[config.mk]
export PLATFORM = sky130hd
export DESIGN_NAME = regfile_mp
export DESIGN_NICKNAME = d
export VERILOG_FILES = /design/src/rtl/regfile_pkg.sv /design/src/rtl/regfile_rdport.sv /design/src/rtl/regfile_mp.sv
export SDC_FILE = /design/constraint.sdc
export NUM_CORES = 1
export LEC_CHECK = 0
export ABC_AREA = 1
export BUFFER_PORTS_ARGS = -buffer_cell sky130_fd_sc_hd__buf_4
export CELL_PAD_IN_SITES_DETAIL_PLACEMENT = 0
export CELL_PAD_IN_SITES_GLOBAL_PLACEMENT = 2
export CORE_MARGIN = 1.5
export CORE_UTILIZATION = 30
export DETAILED_ROUTE_END_ITERATION = 12
export GPL_ROUTABILITY_DRIVEN = 0
export PLACE_DENSITY_LB_ADDON = 0.12
export SETUP_SLACK_MARGIN = 0.4
export SYNTH_ARGS = -nofsm -noshare
export SYNTH_HDL_FRONTEND = slang
export SYNTH_SLANG_ARGS = --single-unit
[constraint.sdc]
create_clock -name clk -period 1.8 [get_ports clk]
set_input_delay 0.18 -clock clk [delete_from_list [all_inputs] [get_ports clk]]
set_output_delay 0.18 -clock clk [all_outputs]
set_load 0.02 [all_outputs]
[src/rtl/regfile_pkg.sv]
`default_nettype none
// ============================================================================
// Module      : regfile_pkg
// Description : Shared types and helpers for the multi-read-port register
//               file: FSM state encoding and the byte-lane merge function.
// Revision    : 1.0 - initial release
// ============================================================================
package regfile_pkg;

    // Widest entry the lane-merge helper can handle; callers zero-extend
    // their DATA_W operands to this width and truncate the result back.
    localparam int c_MAX_W  = 256;
    localparam int c_MAX_BE = c_MAX_W / 8;

    // Clear sequencer states.
    typedef enum logic [0:0] {
        ST_INIT  = 1'b0,
        ST_READY = 1'b1
    } state_t;

    // Lanes with be[b]=1 take new_val, all others keep old_val.
    function automatic logic [c_MAX_W-1:0] lane_merge(
        input logic [c_MAX_W-1:0]  old_val,
        input logic [c_MAX_W-1:0]  new_val,
        input logic [c_MAX_BE-1:0] be
    );
        logic [c_MAX_W-1:0] w_merged;
        w_merged = old_val;
        for (int b = 0; b < c_MAX_BE; b++) begin
            if (be[b]) begin
                w_merged[8*b +: 8] = new_val[8*b +: 8];
            end
        end
        return w_merged;
    endfunction

endpackage
`default_nettype wire

[src/rtl/regfile_rdport.sv]
`default_nettype none
// ============================================================================
// Module      : regfile_rdport
// Description : One registered read port: range check, optional write
//               bypass with lane merge, and the output data/valid register.
// Revision    : 1.0 - initial release
// ============================================================================
module regfile_rdport
    import regfile_pkg::*;
#(
    parameter int DATA_W = 8,
    parameter int DEPTH  = 4,
    parameter int AW     = 8,
    parameter int BYPASS = 1
) (
    input  logic                    clk,
    input  logic                    rst,
    input  logic                    i_accept,
    input  logic                    i_rd_en,
    input  logic [AW-1:0]           i_rd_addr,
    input  logic [DEPTH*DATA_W-1:0] i_mem_flat,
    input  logic                    i_wr_en,
    input  logic [AW-1:0]           i_wr_addr,
    input  logic [DATA_W/8-1:0]     i_wr_be,
    input  logic [DATA_W-1:0]       i_wr_data,
    output logic [DATA_W-1:0]       o_rd_data,
    output logic                    o_rd_valid,
    output logic                    o_oob
);

    // One extra bit so DEPTH == 2**AW still compares correctly.
    localparam logic [AW:0] c_DEPTH_X = (AW+1)'(DEPTH);

    logic              w_in_range;
    logic              w_hit;
    logic [DATA_W-1:0] w_entry;
    logic [DATA_W-1:0] w_next;
    logic [DATA_W-1:0] r_rd_data;
    logic              r_rd_valid;

    assign w_in_range = ({1'b0, i_rd_addr} < c_DEPTH_X);
    // i_wr_en is already qualified by the sequencer being ready.
    assign w_hit      = (BYPASS != 0) && i_wr_en && (i_wr_addr == i_rd_addr);
    assign o_oob      = i_accept && i_rd_en && !w_in_range;

    // Select the addressed entry out of the flattened array.
    always_comb begin
        w_entry = '0;
        for (int e = 0; e < DEPTH; e++) begin
            if (i_rd_addr == AW'(e)) begin
                w_entry = i_mem_flat[e*DATA_W +: DATA_W];
            end
        end
    end

    // Out-of-range reads return zero; a colliding write is forwarded lane-wise.
    always_comb begin
        w_next = w_entry;
        if (!w_in_range) begin
            w_next = '0;
        end else if (w_hit) begin
            w_next = DATA_W'(lane_merge(c_MAX_W'(w_entry), c_MAX_W'(i_wr_data),
                                        c_MAX_BE'(i_wr_be)));
        end
    end

    // Output register: data and valid are zero whenever no read was taken.
    always_ff @(posedge clk or posedge rst) begin
        if (rst) begin
            r_rd_valid <= 1'b0;
            r_rd_data  <= '0;
        end else if (i_accept && i_rd_en) begin
            r_rd_valid <= 1'b1;
            r_rd_data  <= w_next;
        end else begin
            r_rd_valid <= 1'b0;
            r_rd_data  <= '0;
        end
    end

    assign o_rd_data  = r_rd_data;
    assign o_rd_valid = r_rd_valid;

endmodule
`default_nettype wire

[src/rtl/regfile_mp.sv]
`default_nettype none
// ============================================================================
// Module      : regfile_mp
// Description : Parametrised multi-read-port register file with byte-lane
//               writes, registered reads, optional write bypass, a hardware
//               clear sequencer and a sticky out-of-range error flag.
// Revision    : 1.0 - initial release
// ============================================================================
module regfile_mp
    import regfile_pkg::*;
#(
    parameter int DATA_W = 8,
    parameter int DEPTH  = 4,
    parameter int N_RD   = 2,
    parameter int AW     = 8,
    parameter int BYPASS = 1
) (
    input  logic                   clk,
    input  logic                   rst,
    input  logic                   clear,
    input  logic [N_RD-1:0]        rd_en,
    input  logic [N_RD*AW-1:0]     rd_addr,
    output logic [N_RD*DATA_W-1:0] rd_data,
    output logic [N_RD-1:0]        rd_valid,
    input  logic                   wr_en,
    input  logic [AW-1:0]          wr_addr,
    input  logic [DATA_W/8-1:0]    wr_be,
    input  logic [DATA_W-1:0]      wr_data,
    output logic                   busy,
    output logic                   addr_err,
    input  logic                   err_clr
);

    localparam int              c_PW      = $clog2(DEPTH);
    localparam logic [c_PW-1:0] c_LAST    = c_PW'(DEPTH - 1);
    localparam logic [AW:0]     c_DEPTH_X = (AW+1)'(DEPTH);

    state_t                    r_state;
    logic [c_PW-1:0]           r_clr_ptr;
    logic                      r_busy;
    logic                      r_addr_err;
    logic                      w_ready;
    logic                      w_wr_acc;
    logic                      w_wr_oob;
    logic [N_RD-1:0]           w_rd_oob;
    logic [DEPTH*DATA_W-1:0]   w_mem_flat;

    assign w_ready  = (r_state == ST_READY);
    assign w_wr_acc = w_ready && wr_en;
    assign w_wr_oob = w_wr_acc && !({1'b0, wr_addr} < c_DEPTH_X);

    // Clear sequencer: walk every entry once after reset or a clear pulse.
    always_ff @(posedge clk or posedge rst) begin
        if (rst) begin
            r_state   <= ST_INIT;
            r_clr_ptr <= '0;
            r_busy    <= 1'b1;
        end else begin
            case (r_state)
                ST_INIT: begin
                    if (r_clr_ptr == c_LAST) begin
                        r_state   <= ST_READY;
                        r_clr_ptr <= '0;
                        r_busy    <= 1'b0;
                    end else begin
                        r_clr_ptr <= r_clr_ptr + 1'b1;
                    end
                end
                ST_READY: begin
                    if (clear) begin
                        r_state   <= ST_INIT;
                        r_clr_ptr <= '0;
                        r_busy    <= 1'b1;
                    end
                end
                default: begin
                    r_state   <= ST_INIT;
                    r_clr_ptr <= '0;
                    r_busy    <= 1'b1;
                end
            endcase
        end
    end

    // Storage: one register per entry, written by the clear walk or a write.
    for (genvar e = 0; e < DEPTH; e++) begin : g_entry
        logic [DATA_W-1:0] r_entry;
        logic              w_clr_hit;
        logic              w_wr_hit;

        assign w_clr_hit = !w_ready && (r_clr_ptr == c_PW'(e));
        assign w_wr_hit  = w_wr_acc && (wr_addr == AW'(e));

        // Entry update; contents are deliberately not reset.
        always_ff @(posedge clk) begin
            if (w_clr_hit) begin
                r_entry <= '0;
            end else if (w_wr_hit) begin
                r_entry <= DATA_W'(lane_merge(c_MAX_W'(r_entry), c_MAX_W'(wr_data),
                                              c_MAX_BE'(wr_be)));
            end
        end

        assign w_mem_flat[e*DATA_W +: DATA_W] = r_entry;
    end

    // Independent read ports.
    for (genvar p = 0; p < N_RD; p++) begin : g_rdport
        regfile_rdport #(
            .DATA_W (DATA_W),
            .DEPTH  (DEPTH),
            .AW     (AW),
            .BYPASS (BYPASS)
        ) u_rdport (
            .clk        (clk),
            .rst        (rst),
            .i_accept   (w_ready),
            .i_rd_en    (rd_en[p]),
            .i_rd_addr  (rd_addr[p*AW +: AW]),
            .i_mem_flat (w_mem_flat),
            .i_wr_en    (w_wr_acc),
            .i_wr_addr  (wr_addr),
            .i_wr_be    (wr_be),
            .i_wr_data  (wr_data),
            .o_rd_data  (rd_data[p*DATA_W +: DATA_W]),
            .o_rd_valid (rd_valid[p]),
            .o_oob      (w_rd_oob[p])
        );
    end

    // Sticky error flag; a new error beats a simultaneous clear request.
    always_ff @(posedge clk or posedge rst) begin
        if (rst) begin
            r_addr_err <= 1'b0;
        end else if (w_wr_oob || (|w_rd_oob)) begin
            r_addr_err <= 1'b1;
        end else if (err_clr) begin
            r_addr_err <= 1'b0;
        end
    end

    assign busy     = r_busy;
    assign addr_err = r_addr_err;

endmodule
`default_nettype wire

# After elaboration in Yosys (flattened, before gate mapping)
# Index checks and enable logic that the tools add are counted.
# op_classes
bitwise_logic	1
mux	29
n_eq_ne	16
reduce_logical	32
n_lt_le_gt_ge	3
addsub	1
# op_table
cell	count
$mux W8	16
$eq A8 B2 Y1 const B	6
$eq A8 B1 Y1 const B	3
$logic_not A8 Y1	3
$lt A8 B3 Y1 const B	3
$eq A8 B8 Y1	2
$logic_and A1 B1 Y1	16
$reduce_and A2 Y1	5
$mux W1	8
$eq A2 B2 Y1 const B	2
$logic_not A1 Y1	4
$mux W2	2
$ne A2 B2 Y1 const B	2
$pmux W1 S2	2
$pmux W2 S2	1
$add A2 B1 Y2 const B	1
$eq A2 B1 Y1 const B	1
$logic_not A2 Y1	1
$reduce_bool A2 Y1	1
$reduce_or A2 Y1	1
$logic_or A1 B1 Y1	1
$not A1 Y1	1
# totals
word_cells	94
inputBits	40
register_bits	55
out_inout_bits	20

# Depth between registers and ports, before layout
# Gate-level depths: netlist of run 1.
# logic_depth
depth_word	9
ltp_mapped	11
depth_no_buf	11

# Hierarchy
# A second synthesis of run 1 with hierarchy kept.
# unflattened
hier_cells	543
area_unflattened_um2	3523.4
# by_module_without_submodules
mod	cells_per_inst	instances	area_per_inst_um2	seq_area_each_um2
regfile_rdport	153	2	908.4	225.2
regfile_mp	237	1	1706.6	767.0

# Worst setup path before layout of run 1
# No wires, ideal clock.
# synth_path
kind	register to register
startpoint	reg r_state
endpoint	reg g_rdport[1].u_rdport.r_rd_data[0]
slack_ps	542
arrival_ps	1146
setup_ps	113
required_ps	1687
n_path_buf	0
path_stages_with_launch	10
path_cell_list	dfrtp_1 -> nand2_1 -> a21oi_1 -> nand2_1 -> nor2_4 -> nand3_1 -> nand2_1 -> inv_1 -> nand2_1 -> inv_1
# synth_via
elab_chain_len	5
word_cells_on_any_way	6
cone_classes	3 x mux; 3 x reduce/logical
# synth_lines
item	line	text
start: declaration	regfile_mp.sv:38	state_t r_state;
start signal: assignment	regfile_mp.sv:55	r_state <= ST_INIT;
start signal: assignment	regfile_mp.sv:62	r_state <= ST_READY;
start signal: assignment	regfile_mp.sv:71	r_state <= ST_INIT;
$logic_and A1 B1 Y1	regfile_mp.sv:49	assign w_wr_acc = w_ready && wr_en;
$logic_and A1 B1 Y1	regfile_rdport.sv:43	assign w_hit = (BYPASS != 0) && i_wr_en && (i_wr_addr == i_rd_addr);
$mux W8	regfile_rdport.sv:61	end else if (w_hit) begin
$mux W8	regfile_rdport.sv:59	if (!w_in_range) begin
$mux W8 *	regfile_rdport.sv:72	end else if (i_accept && i_rd_en) begin
end signal: assignment	regfile_rdport.sv:74	r_rd_data <= w_next;
end: declaration	regfile_rdport.sv:38	logic [DATA_W-1:0] r_rd_data;
# Mark *: on every way between the ends. The rest lies on a longest branch, timed or not.
# A chain may end at the register's enable or synchronous reset.

# Worst setup path after layout of run 1
# layout_path
startpoint	reg r_state
endpoint	reg g_entry[1].r_entry[5]
# layout_via
elab_chain_len	3
word_cells_on_any_way	5
cone_classes	5 x reduce/logical
# layout_lines
item	line	text
$logic_and A1 B1 Y1	regfile_mp.sv:49	
$logic_and A1 B1 Y1	regfile_mp.sv:92	assign w_wr_hit = w_wr_acc && (wr_addr == AW'(e));
$reduce_and A2 Y1 (no line)	-	
end signal: assignment	regfile_mp.sv:99	r_entry <= DATA_W'(lane_merge(c_MAX_W'(r_entry), c_MAX_W'(wr_data),
end: declaration	regfile_mp.sv:87	logic [DATA_W-1:0] r_entry;
# Parallel ways exist; a longest one is shown, timed or not.

==> reports/qor.txt, run 1 <==
antenna violations before repair - 0
R2R Path Start - r_state
delay of the slowest critical-path stage - 0.41 ns
Syn Nets - 540
Die Wd - 108 um
Final Util - 0.402
Max-Slew Margin vs Limit - 0.754
TritonCTS Buffers - 5
Crit path buffers/inverters - 2
crit path to - g_entry[1].r_entry[5]
area delta synth->final - 31.0%
FMAX - 0.680 GHz
Max VDD drop - 0.298 mV
initial drt markers - 161
Worst setup EP type - flop
clk root buf - clkbuf_8
most frequent cells in the layout - 113 x nand2_1, 73 x buf_4, 64 x nor2_1
Pwr Total - 3.05 mW
Critical Path Start - r_state
TritonCTS clock tree - built
HPWL Detailed - 8990 um
setup TNS - 0 ns
Initial Util - 0.307
number of remaining DRC errors - 0
Mapped Cells - 496
Yosys warning total - 0
max-slew violation count - 0
core area - 0.0108 sq mm
Crit Path Max Fanout - 5
clock sink count - 55
Vias per Instance - 4.65
CTS max path bufs - 2
CP Cell Sequence - nand2_4, nor3_4, nand3_4, inv_8, buf_6, nand2_2, a21oi_2
CP startpoint kind - flop
Final setup viols - 0
hold slack - 0.0812 ns
total wire length - 11300 um
GRT Overall Usage - 0.199
fillers - 1197
Post-Syn Area per Cell - 6.71 sq um
register area - 0.00122 sq mm
Pleak - 2.10 nW
IO buf count - 59
post-place setup slack - 0.145 ns
Worst R2R End - g_entry[1].r_entry[5]
worst reg2reg path depth - 7
Cell Area, Synth - 0.00333 sq mm
Pre-antenna DRT Iters - 4
vias in the first global route - 3110
WL/cell - 15.8 um
measured slew at the worst slew-check pin - 0.369 ns
max cap viols - 0
register area share after synthesis - 0.366
final hold vios - 0
outcome - finished clean
Period Utilization, post-route - 0.817
fin cells - 718
# diodes - 0
Slowest cell on crit path - dfrtp_1
worst setup path category - flop to flop
largest net degree at the start of global routing - 24
Placed Cells - 696
final setup margin - 0.330 ns
Final Instance Area - 0.00436 sq mm
Die Y-Extent - 108 um
PD cells - 700 mW/mm^2
Clk pin slew, worst setup/hold paths - 0.11 ns
Skew-Pair Late Insertion Delay - 0.32 ns
Core Rows - 38
FF+latch count, synth - 55
Top delay family on crit path - simple AND/OR/NAND/NOR gates
fin nets - 621
# IOs - 60
Synth cell types - 36
Multi-input gate area - 0.00195 sq mm
via count of the routed design - 3336
commonest non-fill, non-tap cell in the layout - nand2_1
Post-DRT Antenna Nets - 0
Min Clock Period, post-route - 1.47 ns
DIE AREA - 0.0117 sq mm
DP Area - 0.00395 sq mm
Final Skew - 0.00793 ns
Hold Crit Class - input port to flop
share of layout cells above drive strength 1 - 0.294
Overflow after GRT - 0
htree depth - 2
FF-to-FF setup slack - 0.33 ns
Levels on crit path - 7
RSZ-0062 raised after global routing - true
arrival time at the worst endpoint - 1.73 ns
Req. time, crit path - 2.06 ns
first-pass GRT wire length - 17500 um
-- how the worst min path moves through the flow --
stage          start                           endpoint  cells after the start  slack (ns)
2_1_floorplan    rst                           addr_err                      1        0.18
3_3_place_gp     rst  g_rdport[1].u_rdport.o_rd_data[1]                      3        0.25
3_5_place_dp     rst  g_rdport[1].u_rdport.o_rd_data[1]                      3        0.26
4_1_cts        clear                               busy                      3        0.08
5_1_grt        clear                               busy                      3         0.1
6_report       clear                               busy                      3        0.08
-- cell type report --
| class | count | share of cell area |
|---|---|---|
| clock inverter | 3 | 0.00460 |
| timing repair buffer | 79 | 0.143 |
| sequential | 55 | 0.280 |
| inverter | 74 | 0.0687 |
| tap | 140 | 0.0402 |
| timing repair inverter | 1 | 0.00144 |
| multi-input combinational | 361 | 0.447 |
| clock buffer | 5 | 0.0158 |
-- kinds of logic (layout without fill, tap and decap cells) --
group                    Yosys count  in the layout  share of synthesized area
adder cells (fa/ha/maj)            4              4                     0.0150
buffers and inverters             81            162                      0.102
AND/OR/NAND/NOR                  280            281                      0.391
AO/OA/AOI/OAI                     72             72                      0.116
flip-flops                        55             55                      0.366
XOR/XNOR                           4              4                     0.0105
-- registers in the layout, indices dropped and copies added (netlist names) --
register,count
addr_err,1
busy,1
g_entry.r_entry,32
g_rdport.u_rdport.o_rd_data,16
g_rdport.u_rdport.o_rd_valid,2
r_clr_ptr,2
r_state,1
-- per-layer routing --
layer,global-route usage,vias to the layer above,wire length [um]
met3,0.0247,7,514
met5,0,-,0
li1,-,1748,-
met4,0.0320,0,75
met1,0.285,1515,5590
met2,0.326,66,5170
-- what timing repair did --
action | CTS | global route
endpoints found under the hold margin | 22 | 0
gates resized for setup | 2 | 68
gates cloned | 1 | 1
setup endpoints to repair | 30 | 47
pin swaps | 1 | 20
hold buffers | 1 | 0
setup buffers | 0 | 11
-- worst register-to-register path, cell delays in order (launching register included) --
cell     delay (ns)
dfrtp_1        0.41
nand2_4        0.11
nor3_4         0.33
nand3_4        0.19
inv_8          0.11
buf_6          0.13
nand2_2        0.05
a21oi_2        0.09
-- report_power, final --
part / leakage [nW] / internal, mW / total, mW / switching, mW
Combinational: 1.49 / 0.357 / 0.982 / 0.625
Clock: 0.0402 / 0.273 / 0.720 / 0.447
Sequential: 0.567 / 1.30 / 1.35 / 0.0463
Total: 2.10 / 1.93 / 3.05 / 1.12
-- cells in the mapped netlist --
cell type | number | area (sq um)
nand2_1 | 124 | 465
nor2_1 | 69 | 259
inv_1 | 58 | 218
nand3_1 | 48 | 240
dfxtp_1 | 32 | 641
a21oi_1 | 29 | 145
o21ai_0 | 23 | 115
dfrtp_1 | 22 | 551
inv_2 | 11 | 41.3
o21ai_1 | 9 | 45.0
nor2_2 | 7 | 43.8
nor2_4 | 7 | 78.8
nand2_2 | 6 | 37.5
o22ai_1 | 6 | 37.5
nand4_1 | 5 | 31.3
ha_1 | 4 | 50.1
nand3_2 | 4 | 40.0
nand3b_1 | 4 | 30.0
a21oi_2 | 3 | 26.3
buf_2 | 3 | 15.0
xnor2_1 | 3 | 26.3
buf_4 | 2 | 15.0
clkinv_1 | 2 | 7.51
clkinv_2 | 2 | 10.0
nor3_2 | 2 | 20.0
buf_6 | 1 | 11.3
buf_8 | 1 | 15.0
dfstp_2 | 1 | 26.3
inv_4 | 1 | 6.26
nand3_4 | 1 | 17.5
nand4_2 | 1 | 12.5
nor3_4 | 1 | 16.3
o211ai_1 | 1 | 7.51
o221ai_1 | 1 | 8.76
or2_0 | 1 | 6.26
xor2_1 | 1 | 8.76
Power figures use the tool's default switching activity.
==> inputs of run 2 (changes only) <==
Settings changed: CORE_UTILIZATION 30 to 27.
Clock period 1.8 ns to 1.35 ns, I/O delays scaled along.
==> reports/qor.txt, run 2 (synthesis gave the netlist of run 1 again) <==
worst setup path category - flop to flop
setup TNS - -0.788 ns
final hold vios - 0
share of layout cells above drive strength 1 - 0.368
Period Utilization, post-route - 1.06
GR Util met2 - 0.327
number of remaining DRC errors - 0
Die Y-Extent - 114 um
TritonCTS Buffers - 5
initial drt markers - 161
first-pass GRT wire length - 19900 um
clock sink count - 55
most frequent cells in the layout - 111 x nand2_1, 83 x buf_4, 59 x nor2_1
Skew-Pair Late Insertion Delay - 0.31 ns
total wire length - 12400 um
Die Wd - 114 um
Crit Path Max Fanout - 8
register area - 0.00122 sq mm
Pre-antenna DRT Iters - 4
outcome - finished, violations left
clk root buf - clkbuf_16
TritonCTS clock tree - built
Placed Cells - 741
Pleak - 2.38 nW
Max VDD drop - 0.799 mV
fin nets - 651
CTS max path bufs - 2
Max-Slew Margin vs Limit - 0.753
failing checks - negative setup slack
DIE AREA - 0.0130 sq mm
Pwr Total - 4.59 mW
max-slew violation count - 0
measured slew at the worst slew-check pin - 0.369 ns
CP startpoint kind - flop
post-place setup slack - -0.148 ns
GRT met3 Usage - 0.0457
Initial Util - 0.277
Clk pin slew, worst setup/hold paths - 0.07 ns
largest net degree at the start of global routing - 24
# IOs - 60
Core Rows - 40
# diodes - 0
WL/cell - 16.4 um
fillers - 1307
core area - 0.0120 sq mm
Largest register FFs - 32
antenna violations before repair - 0
via count of the routed design - 3511
HPWL Detailed - 9800 um
Multi-input gate area - 0.00204 sq mm
Post-DRT Antenna Nets - 0
Min Clock Period, post-route - 1.42 ns
Req. time, crit path - 1.59 ns
final setup margin - -0.0749 ns
fin cells - 755
FMAX - 0.702 GHz
commonest non-fill, non-tap cell in the layout - nand2_1
max cap viols - 0
Final Skew - 0.00757 ns
PD cells - 944 mW/mm^2
Global Route met1 Usage - 0.280
hold slack - 0.0754 ns
Final setup viols - 20
most flop-heavy register - g_entry.r_entry
vias in the first global route - 3460
htree depth - 2
Vias per Instance - 4.65
IO buf count - 59
GRT Overall Usage - 0.204
area delta synth->final - 46.2%
arrival time at the worst endpoint - 1.66 ns
Hold Crit Class - input port to flop
GRT Max-Usage Layer - met2
RSZ-0062 raised after global routing - true
Overflow after GRT - 0
Worst setup EP type - flop
run 2: worst paths after layout:
kind	slack [ns]	cells past startpoint	endpoint	start
min in group asynchronous	0.43	4	g_rdport[1].u_rdport.o_rd_data[0]	rst
setup reg to reg	-0.07	9	g_rdport[1].u_rdport.o_rd_data[7]	r_state
max in group asynchronous	0.62	4	busy	rst
hold reg to reg	0.49	2	g_entry[2].r_entry[4]	g_entry[2].r_entry[4]
setup / recovery	-0.07	9	g_rdport[1].u_rdport.o_rd_data[7]	r_state
hold / removal	0.08	2	addr_err	err_clr
run 2: cell type report:
cell class	count	share of cell area
repair inverters	2	0.00360
well taps	147	0.0378
flip-flops and latches	55	0.250
clock inverters	3	0.00489
repair buffers	109	0.196
inverters	74	0.0615
multi-input cells	360	0.420
clock buffers	5	0.0257
run 2: worst max-delay path, stage by stage (launching register included):
cell and delay (ns):
dfrtp_1 0.39, nand2_4 0.11, a21oi_2 0.13, nand2_2 0.09, nor2_4 0.11, buf_12 0.13
nand3_4 0.16, nand2_2 0.09, inv_1 0.05, nor2_2 0.09
run 2: timing repair:
action                     in CTS  in global routing
hold buffers                    1                  0
buffers inserted                1                  1
resized for setup              64                 24
hold endpoints to repair       22                  0
gates cloned                    2                  1
pin swaps                      13                 13
setup endpoints to repair      74                 75
run 2: report_power, final:
group | internal, mW | switching (mW) | leakage [nW]
sequential | 1.74 | 0.0729 | 0.567
clock | 0.700 | 0.667 | 0.0717
combinational | 0.548 | 0.866 | 1.74
total | 2.98 | 1.61 | 2.38
run 2: metal layers:
| metal | routed length, um | part of all wire | up-vias |
|---|---|---|---|
| met5 | 0 | 0 | - |
| met2 | 5590 | 0.45 | 75 |
| met1 | 5930 | 0.48 | 1618 |
| met4 | 125 | 0.010 | 0 |
| li1 | - | - | 1808 |
| met3 | 714 | 0.058 | 10 |
run 2: metrics by stage:
stage	area, sq um	utilization
2_1_floorplan	3380	-
3_3_place_gp	4320	0.359
3_5_place_dp	4320	0.359
6_report	4860	0.405
5_1_grt	4860	0.405
4_1_cts	4750	0.395
==> inputs of run 3 (changes only) <==
Settings changed: CORE_UTILIZATION 27 to 30.
Clock period 1.35 ns to 1.6 ns, I/O delays scaled along.
==> reports/qor.txt, run 3 (synthesis gave the netlist of run 1 again) <==
Final Instance Area - 0.00452 sq mm
measured slew at the worst slew-check pin - 0.405 ns
final setup margin - 0.226 ns
FMAX - 0.728 GHz
commonest non-fill, non-tap cell in the layout - nand2_1
Initial Util - 0.307
max cap viols - 0
vias in the first global route - 3166
# diodes - 0
antenna violations before repair - 0
post-place setup slack - -0.0210 ns
Period Utilization, post-route - 0.859
largest net degree at the start of global routing - 24
# IOs - 60
Core Rows - 38
GRT Overall Usage - 0.202
Pleak - 2.21 nW
Hold Crit Class - input port to flop
share of layout cells above drive strength 1 - 0.324
Multi-input gate area - 0.00203 sq mm
PD cells - 795 mW/mm^2
fin nets - 629
most flop-heavy register - g_entry.r_entry
initial drt markers - 154
total wire length - 11700 um
TritonCTS Buffers - 5
clk root buf - clkbuf_8
most frequent cells in the layout - 115 x nand2_1, 76 x buf_4, 66 x nor2_1
outcome - finished clean
Final Skew - 0.00842 ns
Pre-antenna DRT Iters - 4
core area - 0.0108 sq mm
RSZ-0062 raised after global routing - true
Req. time, crit path - 1.82 ns
final hold vios - 0
Skew-Pair Late Insertion Delay - 0.32 ns
Crit Path Max Fanout - 6
first-pass GRT wire length - 17700 um
Min Clock Period, post-route - 1.37 ns
clock sink count - 55
WL/cell - 16.2 um
worst setup path category - flop to flop
hold slack - 0.0657 ns
Die Y-Extent - 108 um
register area - 0.00122 sq mm
Pwr Total - 3.60 mW
Largest register FFs - 32
Clk pin slew, worst setup/hold paths - 0.11 ns
fillers - 1150
Worst setup EP type - flop
number of remaining DRC errors - 0
setup TNS - 0 ns
DIE AREA - 0.0117 sq mm
TritonCTS clock tree - built
CP startpoint kind - flop
CTS max path bufs - 2
htree depth - 2
DP Area - 0.00399 sq mm
Max-Slew Margin vs Limit - 0.730
IO buf count - 59
arrival time at the worst endpoint - 1.59 ns
Post-DRT Antenna Nets - 0
Die Wd - 108 um
max-slew violation count - 0
Final setup viols - 0
via count of the routed design - 3431
HPWL Detailed - 8990 um
Vias per Instance - 4.73
Overflow after GRT - 0
area delta synth->final - 36.0%
Max VDD drop - 0.395 mV
[run 3: changes by cell type in the layout (fill, tap and decap cells not counted), sizes merged]
cell | previous run | this run
inv | 72 | 73
buf | 107 | 85
nor2 | 83 | 84
clkinv | 6 | 5
clkbuf | 6 | 5
[run 3: where the power goes]
part	total [mW]	switching (mW)	internal, mW
clock	0.823	0.508	0.316
combinational	1.25	0.781	0.472
sequential	1.52	0.0551	1.46
[run 3: worst max-delay path, cell delays in order (launching register included)]
cell	delay, ns
dfrtp_1	0.42
buf_4	0.15
buf_8	0.13
nand2_1	0.10
inv_1	0.06
nand2_1	0.19
inv_2	0.10
nand2_1	0.08
nor2_1	0.04
[run 3: worst paths after layout]
path | startpoint | to | slack [ns] | cells after the start
min in group asynchronous | rst | g_rdport[1].u_rdport.o_rd_data[1] | 0.44 | 4
max | r_state | g_rdport[0].u_rdport.o_rd_data[7] | 0.23 | 8
max in group asynchronous | rst | busy | 0.87 | 4
max reg2reg | r_state | g_rdport[0].u_rdport.o_rd_data[7] | 0.23 | 8
min | clear | busy | 0.07 | 3
min reg2reg | g_entry[1].r_entry[6] | g_entry[1].r_entry[6] | 0.50 | 2
[run 3: timing repair]
action	4_1_cts	5_1_grt
setup buffers	2	11
hold buffers	1	0
cloned	2	2
pin swaps	10	15
resized for setup	25	67
setup endpoints to repair	50	54
hold endpoints to repair	22	0
[run 3: layer usage]
layer	GRT usage	wire (um)
met1	0.291	5610
met2	0.323	5380
met3	0.0235	562
met4	0.0442	180
met5	0	0
[run 3: per-stage QoR]
| step | util | std cells |
|---|---|---|
| 6_report | 0.417 | 726 |
| 5_1_grt | 0.417 | 726 |
| 4_1_cts | 0.387 | 713 |
| 3_5_place_dp | 0.368 | 700 |
| 3_3_place_gp | 0.368 | 700 |
| 2_1_floorplan | - | 496 |
[run 3: final cells by class]
class,instances,share of cell area
Multi-Input combinational cell,361,0.448
Sequential cell,55,0.269
Timing Repair Buffer,86,0.153
Inverter,74,0.0678
Tap cell,140,0.0387
Clock buffer,5,0.0152
Clock inverter,3,0.00498
Timing Repair inverter,2,0.00332
